===== src/rtl/thresh_fifo.sv =====
`default_nettype none
// ============================================================================
//  Module      : thresh_fifo
//  Description : Synchronous flop-based FIFO of arbitrary depth with show-ahead
//                read, runtime almost-full/almost-empty thresholds, sticky
//                overflow/underflow flags and push-while-full when a pop is
//                accepted in the same cycle.
//                Optional feature macro: FIFO_BYPASS_EN (push+pop while empty
//                passes dat_i straight through to dat_o).
//  Revision    : 1.0 - initial release
// ============================================================================
module thresh_fifo #(
  parameter int DATA_WIDTH   = 32,
  parameter int BUFFER_DEPTH = 6,
  parameter int PTR_WIDTH    = $clog2(BUFFER_DEPTH),
  parameter int CNT_WIDTH    = $clog2(BUFFER_DEPTH + 1)
) (
  input  logic                  clk_i,
  input  logic                  rst_n_i,
  input  logic                  flush_i,
  input  logic                  push_i,
  input  logic [DATA_WIDTH-1:0] dat_i,
  output logic                  full_o,
  input  logic                  pop_i,
  output logic [DATA_WIDTH-1:0] dat_o,
  output logic                  empty_o,
  output logic [CNT_WIDTH-1:0]  cnt_o,
  input  logic [CNT_WIDTH-1:0]  afull_thr_i,
  input  logic [CNT_WIDTH-1:0]  aempty_thr_i,
  output logic                  afull_o,
  output logic                  aempty_o,
  input  logic                  err_clr_i,
  output logic                  ovf_o,
  output logic                  udf_o
);

  localparam logic [PTR_WIDTH-1:0] c_last_ptr = PTR_WIDTH'(BUFFER_DEPTH - 1);
  localparam logic [CNT_WIDTH-1:0] c_depth    = CNT_WIDTH'(BUFFER_DEPTH);

  logic [DATA_WIDTH-1:0] r_mem [BUFFER_DEPTH];
  logic [PTR_WIDTH-1:0]  r_rd_ptr;
  logic [PTR_WIDTH-1:0]  r_wr_ptr;
  logic [CNT_WIDTH-1:0]  r_cnt;
  logic                  r_ovf;
  logic                  r_udf;

  logic                  w_empty;
  logic                  w_full;
  logic                  w_bypass;
  logic                  w_pop_hs;
  logic                  w_push_hs;
  logic                  w_push_store;
  logic                  w_pop_take;
  logic [PTR_WIDTH-1:0]  w_rd_ptr_inc;
  logic [PTR_WIDTH-1:0]  w_wr_ptr_inc;
  logic [CNT_WIDTH-1:0]  w_cnt_nxt;

  assign w_empty = (r_cnt == '0);
  assign w_full  = (r_cnt == c_depth);

`ifdef FIFO_BYPASS_EN
  // Push and pop on an empty FIFO: the word flows through without touching storage.
  assign w_bypass = w_empty & push_i & pop_i;
  assign dat_o    = w_bypass ? dat_i : r_mem[r_rd_ptr];
`else
  assign w_bypass = 1'b0;
  assign dat_o    = r_mem[r_rd_ptr];
`endif

  // A pop frees a slot, so a push into a full FIFO is accepted alongside it.
  assign w_pop_hs     = pop_i & (~w_empty | w_bypass);
  assign w_push_hs    = push_i & (~w_full | w_pop_hs);
  assign w_push_store = w_push_hs & ~w_bypass;
  assign w_pop_take   = w_pop_hs & ~w_bypass;

  // Pointers wrap by explicit compare so non power-of-two depths work.
  assign w_rd_ptr_inc = (r_rd_ptr == c_last_ptr) ? '0 : r_rd_ptr + PTR_WIDTH'(1);
  assign w_wr_ptr_inc = (r_wr_ptr == c_last_ptr) ? '0 : r_wr_ptr + PTR_WIDTH'(1);

  // Occupancy only moves when exactly one side of the FIFO is active.
  always_comb begin
    w_cnt_nxt = r_cnt;
    if (w_push_store && !w_pop_take) begin
      w_cnt_nxt = r_cnt + CNT_WIDTH'(1);
    end else if (w_pop_take && !w_push_store) begin
      w_cnt_nxt = r_cnt - CNT_WIDTH'(1);
    end
  end

  // Control state: pointers, occupancy and sticky error flags.
  always_ff @(posedge clk_i) begin
    if (!rst_n_i) begin
      r_rd_ptr <= '0;
      r_wr_ptr <= '0;
      r_cnt    <= '0;
      r_ovf    <= 1'b0;
      r_udf    <= 1'b0;
    end else if (flush_i) begin
      r_rd_ptr <= '0;
      r_wr_ptr <= '0;
      r_cnt    <= '0;
      r_ovf    <= 1'b0;
      r_udf    <= 1'b0;
    end else begin
      if (w_push_store) r_wr_ptr <= w_wr_ptr_inc;
      if (w_pop_take)   r_rd_ptr <= w_rd_ptr_inc;
      r_cnt <= w_cnt_nxt;
      if (push_i && !w_push_hs) r_ovf <= 1'b1;
      else if (err_clr_i)       r_ovf <= 1'b0;
      if (pop_i && !w_pop_hs)   r_udf <= 1'b1;
      else if (err_clr_i)       r_udf <= 1'b0;
    end
  end

  // Storage: cleared on reset, preserved across flush.
  always_ff @(posedge clk_i) begin
    if (!rst_n_i) begin
      for (int i = 0; i < BUFFER_DEPTH; i++) r_mem[i] <= '0;
    end else if (!flush_i && w_push_store) begin
      r_mem[r_wr_ptr] <= dat_i;
    end
  end

  assign full_o   = w_full;
  assign empty_o  = w_empty;
  assign cnt_o    = r_cnt;
  assign afull_o  = (r_cnt >= afull_thr_i);
  assign aempty_o = (r_cnt <= aempty_thr_i);
  assign ovf_o    = r_ovf;
  assign udf_o    = r_udf;

endmodule
`default_nettype wire


===== config.mk =====
export PLATFORM = sky130hd
export DESIGN_NAME = thresh_fifo
export DESIGN_NICKNAME = d
export VERILOG_FILES = /design/src/rtl/thresh_fifo.sv
export SDC_FILE = /design/constraint.sdc
export NUM_CORES = 1
export LEC_CHECK = 0
export BUFFER_PORTS_ARGS = -buffer_cell sky130_fd_sc_hd__clkbuf_2
export CAP_MARGIN = 25
export CORE_MARGIN = 3
export CORE_UTILIZATION = 45
export CTS_CLUSTER_SIZE = 10
export DETAILED_ROUTE_END_ITERATION = 16
export GPL_TIMING_DRIVEN = 0
export PLACE_DENSITY = 0.64
export SLEW_MARGIN = 30
export SYNTH_ARGS = -nofsm -noshare
export SYNTH_HDL_FRONTEND = slang
export SYNTH_SLANG_ARGS = --single-unit
export TNS_END_PERCENT = 100

===== constraint.sdc =====
create_clock -name clk_i -period 4.5 [get_ports clk_i]
set_input_delay 0.675 -clock clk_i [delete_from_list [all_inputs] [get_ports clk_i]]
set_output_delay 0.675 -clock clk_i [all_outputs]
set_load 0.03 [all_outputs]

# After elaboration in Yosys (flattened, before gate mapping)
# Memory sizes are Yosys's and may differ from the RTL's. A register that Yosys moved wholly into a read port is not among the register bits.
# Index checks and enable logic that the tools add are counted.
# word_totals
ff_bits	11
ram_bits	192
inputBits	44
output_inout_bits	41
wordCells	51
mem_count	1
# classes
n_addsub	4
order_cmp	2
n_eq_ne	3
mux	16
bitwise_logic	6
n_reduce_logical	14
# memory_table
name	depth	width	rd	rd_ports_with_merged_regs	wr	line_no	text
r_mem	6	32	1	1	6	40	logic [DATA_WIDTH-1:0] r_mem [BUFFER_DEPTH];
# ops
operator	n
two-way mux 32 bit	1
OR reduction 32 bit	1
two-way mux 3 bit	7
adder 3 x 1 -> 3 bit, second input constant	3
== test 3 bit, second input constant	3
two-way mux 1 bit	8
nonzero test 2 bit	3
logical AND 1 bit	5
greater-or-equal comparator 3 bit	1
less-or-equal comparator 3 bit	1
logical NOT 1 bit	3
logical NOT 3 bit	1
NOT 1 bit	3
subtractor 3 x 1 -> 3 bit, second input constant	1
bitwise AND 1 bit	2
OR reduction 2 bit	1
OR 1 bit	1

# Longest topological paths before layout
# Gate-level depths: netlist (run 1).
# depth
word_depth	11
ltp_mapped	9
mapped_depth_nobuf	8

# Least setup slack after synthesis (run 1)
# Ideal clock, no wire load.
# synth_path
path_kind	register to register
from	register r_cnt[0], in the netlist cnt_o[0]
to	memory r_mem[1][0] (enable)
setup_time_ps	470
arrival_time_ps	3511
t_required_ps	4030
setup_slack_ps	519
stages_incl_launch_ff	5
path_buffers	1
period_less_slack_ps	3981
path_cell_list	dfxtp_1 -> buf_2 -> nand4bb_1 -> nand4b_1 -> o31ai_1
# synth_lines
element	line_no	text
start, declared	43	logic [CNT_WIDTH-1:0] r_cnt;
start signal, assigned	107	r_cnt <= w_cnt_nxt;
end, declared	40	

==> run_results.csv, run 1 <==
group,metric,value,unit
synth,async_flop_share,0,%
clock_tree,cts-root-buf,"clkbuf_16",
synth,synth_seq_area_share,67.1,%
clock_tree,ctsResizeCount,0,
floorplan,die_h,168,um
detailed_routing,wl_per_cell,23.9,um
synth,yosys.area.top_type,"edfxtp_1",
global_routing,grt_max_degree,33,
sta,max_freq,299,MHz
cells_and_area,stdcell_area,13800,um^2
clock_tree,post-cts-setup-buffers,0,
cells_and_area,antenna_cells,0,
synth,synth_edf_count,256,
sta,hold_viol_final,0,
clock_tree,cts_tree,"done",
synth,ys_top_cells_by_count,"256 x edfxtp_1, 161 x and2_1, 46 x mux4_2",
detailed_routing,drc,0,
floorplan,initial_core_util,46.5,%
synth,dominantRegCellSynth,"edfxtp_1",
synth,synth_cell_types,43,
power_and_ir_drop,p_per_area,392,nW/um^2
synth,ys_seq_elements,270,
setup_path,cp.arrival,2.67,ns
global_routing,grt_pass1_vias,7062,
sta,setup_ws,1.16,ns
clock_tree,path_clk_slew,0.06,ns
setup_path,endpoint_kind,"output pin",
cells_and_area,fillCellCount,2022,
detailed_routing,firstDrtPassIters,5,
synth,synthesis.nets,730,
floorplan,io_pins,85,
setup_path,crit_fanout,10,
placement,port-buffer-count,84,
clock_tree,hold_buffers,0,
worst_hold_path,hp-class,"in -> reg",
synth,yosys.cell_count.top_type,"edfxtp_1",
detailed_routing,viasPerCell,5.63,
setup_path,start_kind,"flop",
clock_tree,clockBufferDepth,3,
cells_and_area,drive_gt1_share,30.2,%
floorplan,core_area,25500,um^2
detailed_routing,drtIter0Drc,563,
cells_and_area,area_delta_synth_final,16.6,%
run,drv_cap,0,
power_and_ir_drop,peakVddDrop,0.318,mV
floorplan,rows,58,
synth,synth_area,11900,um^2
placement,dp_cells,1105,
synth,yosysWarnings,0,
cells_and_area,nets,860,
clock_tree,cts_made_buffers,31,
global_routing,antenna_found_initial,1,
setup_path,critical_path_class,"reg -> out",
clock_tree,cts-htree-levels,1,
status,status,"completed",
synth,synthDominantCellAreaShare,64.7,%
global_routing,grt_overflow_total,0,
placement,gp_congestion,0.779,
cells_and_area,finalNonFillerCells,1152,
sta,worstMarginPinSlew,0.924,ns
clock_tree,cts_num_sinks,270,
sta,setup-violations-final,0,
setup_path,required,3.83,ns
power_and_ir_drop,cellLeakagePower,5.09,nW
floorplan,die_w,168,um
sta,drv_slew,0,
sta,max_slew_margin,38.4,%
synth,synth_cells,678,
floorplan,fp.dieArea,28400,um^2
global_routing,grt_pass1_wl,42.3,mm
sta,rsz0062_at_grt,"no",
detailed_routing,vias,6480,
sta,fin_worst_skew,0.0163,ns
synth,avgSynthCellArea,17.5,um^2
placement,pre_cts_slack,1.56,ns
sta,fin_tns_setup,0,ns
sta,period_needed,3.34,ns
synth,synth_area_leaders,"edfxtp_1 65%, mux4_2 8.7%, and2_1 8.5%",
global_routing,grtUsageTotal,19.7,%
clock_tree,insertion_delay,0.54,ns
detailed_routing,ant_nets,0,
sta,finalCritPeriodShare,74.3,%
detailed_routing,wl,27.6,mm
placement,hpwlAfterDp,17.8,mm
placement,postPlaceCellArea,13000,um^2
[report_power, final]
| group | internal (mW) | total, mW | leakage (nW) | switching, mW |
|---|---|---|---|---|
| logic | 0.168 | 0.413 | 2.10 | 0.245 |
| registers | 2.83 | 2.86 | 2.58 | 0.0273 |
| clock network | 1.25 | 2.16 | 0.404 | 0.906 |
[layer usage]
metal  vias up  GRT usage, %  share of wire (%)
met5         -             0              0.073
met4         2          5.83                2.5
met3        54          3.57                6.5
met2       231          33.4                 50
met1      3311          26.2                 41
li1       2882             -                  -
[layout by cell type (no fill, tap or decap), types with 3 or more instances in the layout]
| master | instances |
|---|---|
| inv_1 | 7 |
| dfxtp_1 | 14 |
| and3_1 | 33 |
| nor2_1 | 6 |
| a21oi_1 | 5 |
| and2_1 | 161 |
| o21ai_4 | 4 |
| clkbuf_1 | 31 |
| nand2_1 | 3 |
| xor2_1 | 3 |
| clkbuf_16 | 31 |
| ha_1 | 7 |
| buf_6 | 13 |
| buf_8 | 6 |
| buf_2 | 8 |
| mux4_2 | 46 |
| mux4_1 | 18 |
| mux2_2 | 32 |
| clkbuf_2 | 90 |
| edfxtp_1 | 256 |
| o21ai_0 | 3 |
| buf_16 | 3 |
| nor2b_1 | 3 |
| nand2b_1 | 5 |
[stage by stage]
stage	hold WS, ns	utilization [%]	power, mW
2_1_floorplan	0.455	-	3.16
3_3_place_gp	0.460	49.7	3.29
3_5_place_dp	0.487	50.9	3.32
4_1_cts	0.413	54.2	5.46
5_1_grt	0.440	54.2	5.60
6_report	0.434	54.2	5.43
[cell type report]
type                    count  area [um^2]  share of cell area, %
repair buffers             97          647                   4.67
multi-input cells         360         3710                   26.8
plain buffers              41          246                   1.78
clock inverters             1         8.76                 0.0632
well taps                 330          413                   2.98
inverters                   7         26.3                  0.190
clock buffers              46          832                   6.01
flip-flops and latches    270         7970                   57.5
[registers in the layout, indices dropped and copies added (netlist names), named ones only]
| register | flops |
|---|---|
| r_wr_ptr | 3 |
| r_rd_ptr | 3 |
| ovf_o | 1 |
| r_mem | 256 |
| udf_o | 1 |
| cnt_o | 3 |
[critical path, cell delays in order (launching register included)]
cell and delay, ns:
dfxtp_1 0.30, clkbuf_1 0.51, buf_2 0.44, mux4_1 0.34, mux2_2 0.32, clkbuf_2 0.20
[final timing paths]
path,from,to,slack [ns],cells past startpoint
setup reg to reg,cnt_o[0]$_SDFFE_PP0P_,r_mem[7][18]$_DFFE_PP_,2.00,4
hold / removal,err_clr_i,ovf_o$_SDFFE_PP0P_,0.43,3
setup / recovery,flop,dat_o[28],1.16,5
hold reg to reg,r_rd_ptr[2]$_SDFFE_PP0N_,flop,0.50,2
[cells by family after synthesis]
logic type               share of synthesized area [%]
AO/OA/AOI/OAI                                     1.04
buffers and inverters                             2.30
adder cells (fa/ha/maj)                          0.906
flip-flops                                        67.1
AND/OR/NAND/NOR                                   12.6
XOR/XNOR                                         0.221
multiplexers                                      15.8
Power figures use the tool's default switching activity.
==> run 2, diff against run 1 <==
--- a/config.mk
+++ b/config.mk
@@ -12,7 +12,7 @@
 export CTS_CLUSTER_SIZE = 10
 export DETAILED_ROUTE_END_ITERATION = 16
 export GPL_TIMING_DRIVEN = 0
-export PLACE_DENSITY = 0.64
+export PLACE_DENSITY = 0.67
 export SLEW_MARGIN = 30
 export SYNTH_ARGS = -nofsm -noshare
 export SYNTH_HDL_FRONTEND = slang
==> constraint.sdc (replaced) <==
create_clock -name clk_i -period 2.7 [get_ports clk_i]
set_input_delay 0.405 -clock clk_i [delete_from_list [all_inputs] [get_ports clk_i]]
set_output_delay 0.405 -clock clk_i [all_outputs]
set_load 0.03 [all_outputs]
==> run_results.csv, run 2 (same netlist as run 1, synthesis figures left out) <==
group,metric,value,unit
power_and_ir_drop,p_total,9.17,mW
clock_tree,cts_tree,"done",
sta,drv_slew,0,
sta,whs,0.137,ns
clock_tree,insertion_delay,0.54,ns
setup_path,crit_top_cell,"buf_12",
global_routing,grt_overflow_total,0,
global_routing,antenna_found_initial,1,
floorplan,core_area,25500,um^2
placement,hpwlAfterDp,17.8,mm
detailed_routing,drtIter0Drc,474,
clock_tree,path_clk_slew,0.06,ns
sta,setup-violations-final,0,
sta,finalCritPeriodShare,98.8,%
worst_hold_path,hp-class,"in -> reg",
power_and_ir_drop,cellLeakagePower,5.16,nW
placement,gp_congestion,0.789,
setup_path,r2r_slack,0.21,ns
setup_path,required,2.30,ns
setup_path,worst-path-stages,5,
detailed_routing,ant_nets,0,
floorplan,fp.dieArea,28400,um^2
cells_and_area,top_register,"r_mem",
floorplan,initial_core_util,46.5,%
cells_and_area,drive_gt1_share,31.3,%
setup_path,reg2regPathDepth,4,
cells_and_area,finalNonFillerCells,1164,
setup_path,r2r-end,"r_mem[7][0]$_DFFE_PP_",
floorplan,io_pins,85,
cells_and_area,fillCellCount,1975,
sta,worstMarginPinSlew,0.692,ns
setup_path,endpoint_kind,"output pin",
cells_and_area,final_cell_mix,"256 x edfxtp_1, 161 x and2_1, 79 x clkbuf_2",
cells_and_area,nets,862,
setup_path,path_delay_family,"multiplexers",
sta,rsz0062_at_grt,"yes",
global_routing,grt_pass1_vias,7163,
global_routing,grt_pass1_wl,42.0,mm
clock_tree,cts-htree-levels,1,
detailed_routing,viasPerCell,5.57,
sta,fin_worst_skew,0.0119,ns
sta,period_needed,2.67,ns
cells_and_area,largest_reg_flops,256,
sta,max_slew_margin,53.3,%
clock_tree,cts-root-buf,"clkbuf_16",
floorplan,die_h,168,um
cells_and_area,fin_util,55.2,%
setup_path,critical_path_buf_inv_count,3,
detailed_routing,wl,27.8,mm
worst_hold_path,min_from,"err_clr_i",
floorplan,rows,58,
setup_path,crit_fanout,10,
clock_tree,hold_buffers,0,
run,drv_cap,0,
setup_path,timing.critical_path.cells,"buf_12 > buf_12 > mux4_1 > mux2_2 > buf_2",
placement,dp_cells,1104,
global_routing,grtUsageTotal,19.6,%
status,status,"completed",
sta,max_freq,375,MHz
setup_path,critical_path_class,"reg -> out",
detailed_routing,vias,6488,
clock_tree,clockBufferDepth,3,
detailed_routing,drc,0,
power_and_ir_drop,p_per_area,651,nW/um^2
detailed_routing,wl_per_cell,23.9,um
floorplan,die_w,168,um
cells_and_area,final_common_cell,"edfxtp_1",
setup_path,crit_path_top_delay_cell,"mux4_1",
power_and_ir_drop,peakVddDrop,0.456,mV
setup_path,r2r_start,"cnt_o[0]$_SDFFE_PP0P_",
cells_and_area,antenna_cells,0,
clock_tree,cts_made_buffers,31,
sta,hold_viol_final,0,
setup_path,critPathMaxStageDelay,0.56,ns
global_routing,grt_max_degree,33,
setup_path,cp.arrival,2.26,ns
placement,port-buffer-count,84,
setup_path,start_kind,"flop",
worst_hold_path,holdPathEnd,"ovf_o$_SDFFE_PP0P_",
detailed_routing,firstDrtPassIters,4,
worst_hold_path,hold_depth,3,
clock_tree,cts_num_sinks,270,
cells_and_area,area_delta_synth_final,18.7,%
-- run 2: metrics by stage --
step	cell area, um^2	worst slack, ns	TNS [ns]
floorplan	11900	-0.321	-30.20
global placement	12700	-1.83	-262.57
detailed placement	13000	0.0213	0
CTS	14000	-0.0178	-0.0801
global route	14100	-0.0273	-0.0777
finish	14100	0.0316	0
-- run 2: final cells by class --
type	count	area [um^2]	area share (%)
well taps	330	413	2.93
clock buffers	56	880	6.24
inverters	7	26.3	0.187
plain buffers	40	320	2.27
repair buffers	100	779	5.53
clock inverters	1	5.00	0.0355
multi-input cells	360	3690	26.2
flip-flops and latches	270	7970	56.6
-- run 2: timing repair --
item,4_1_cts,5_1_grt
gates cloned,0,3
pin swaps,0,0
endpoints found under the setup margin,32,26
gates resized for setup,17,28
buffers inserted,1,0
-- run 2: how the worst max path moves through the flow --
stage,end,slack (ns)
global placement,r_mem[3][17]$_SDFFCE_PN0P_,-1.83
CTS,dat_o[10],-0.02
global route,dat_o[11],-0.03
finish,dat_o[10],0.03
detailed placement,r_mem[6][17]$_DFFE_PP_,0.02
floorplan,r_mem[3][0]$_SDFFCE_PN0P_,-0.32
-- run 2: tightest hold or removal path, stage by stage --
cell and delay (ns):
clkbuf_2 0.08, nand2b_1 0.09, a21oi_1 0.05
-- run 2: report_power, final --
| part | switching (mW) | total, mW | internal (mW) |
|---|---|---|---|
| Sequential | 0.0462 | 4.76 | 4.71 |
| Clock | 1.52 | 3.69 | 2.16 |
| Combinational | 0.415 | 0.726 | 0.310 |
-- run 2: layer usage --
metal | wire length, um | vias to the layer above | share of wire [%] | GRT usage (%)
li1 | - | 2895 | - | -
met3 | 1670 | 51 | 6.0 | 3.73
met2 | 13900 | 211 | 50 | 33.3
met4 | 578 | 2 | 2.1 | 5.44
met1 | 11600 | 3329 | 42 | 25.9
met5 | 20 | - | 0.072 | 0
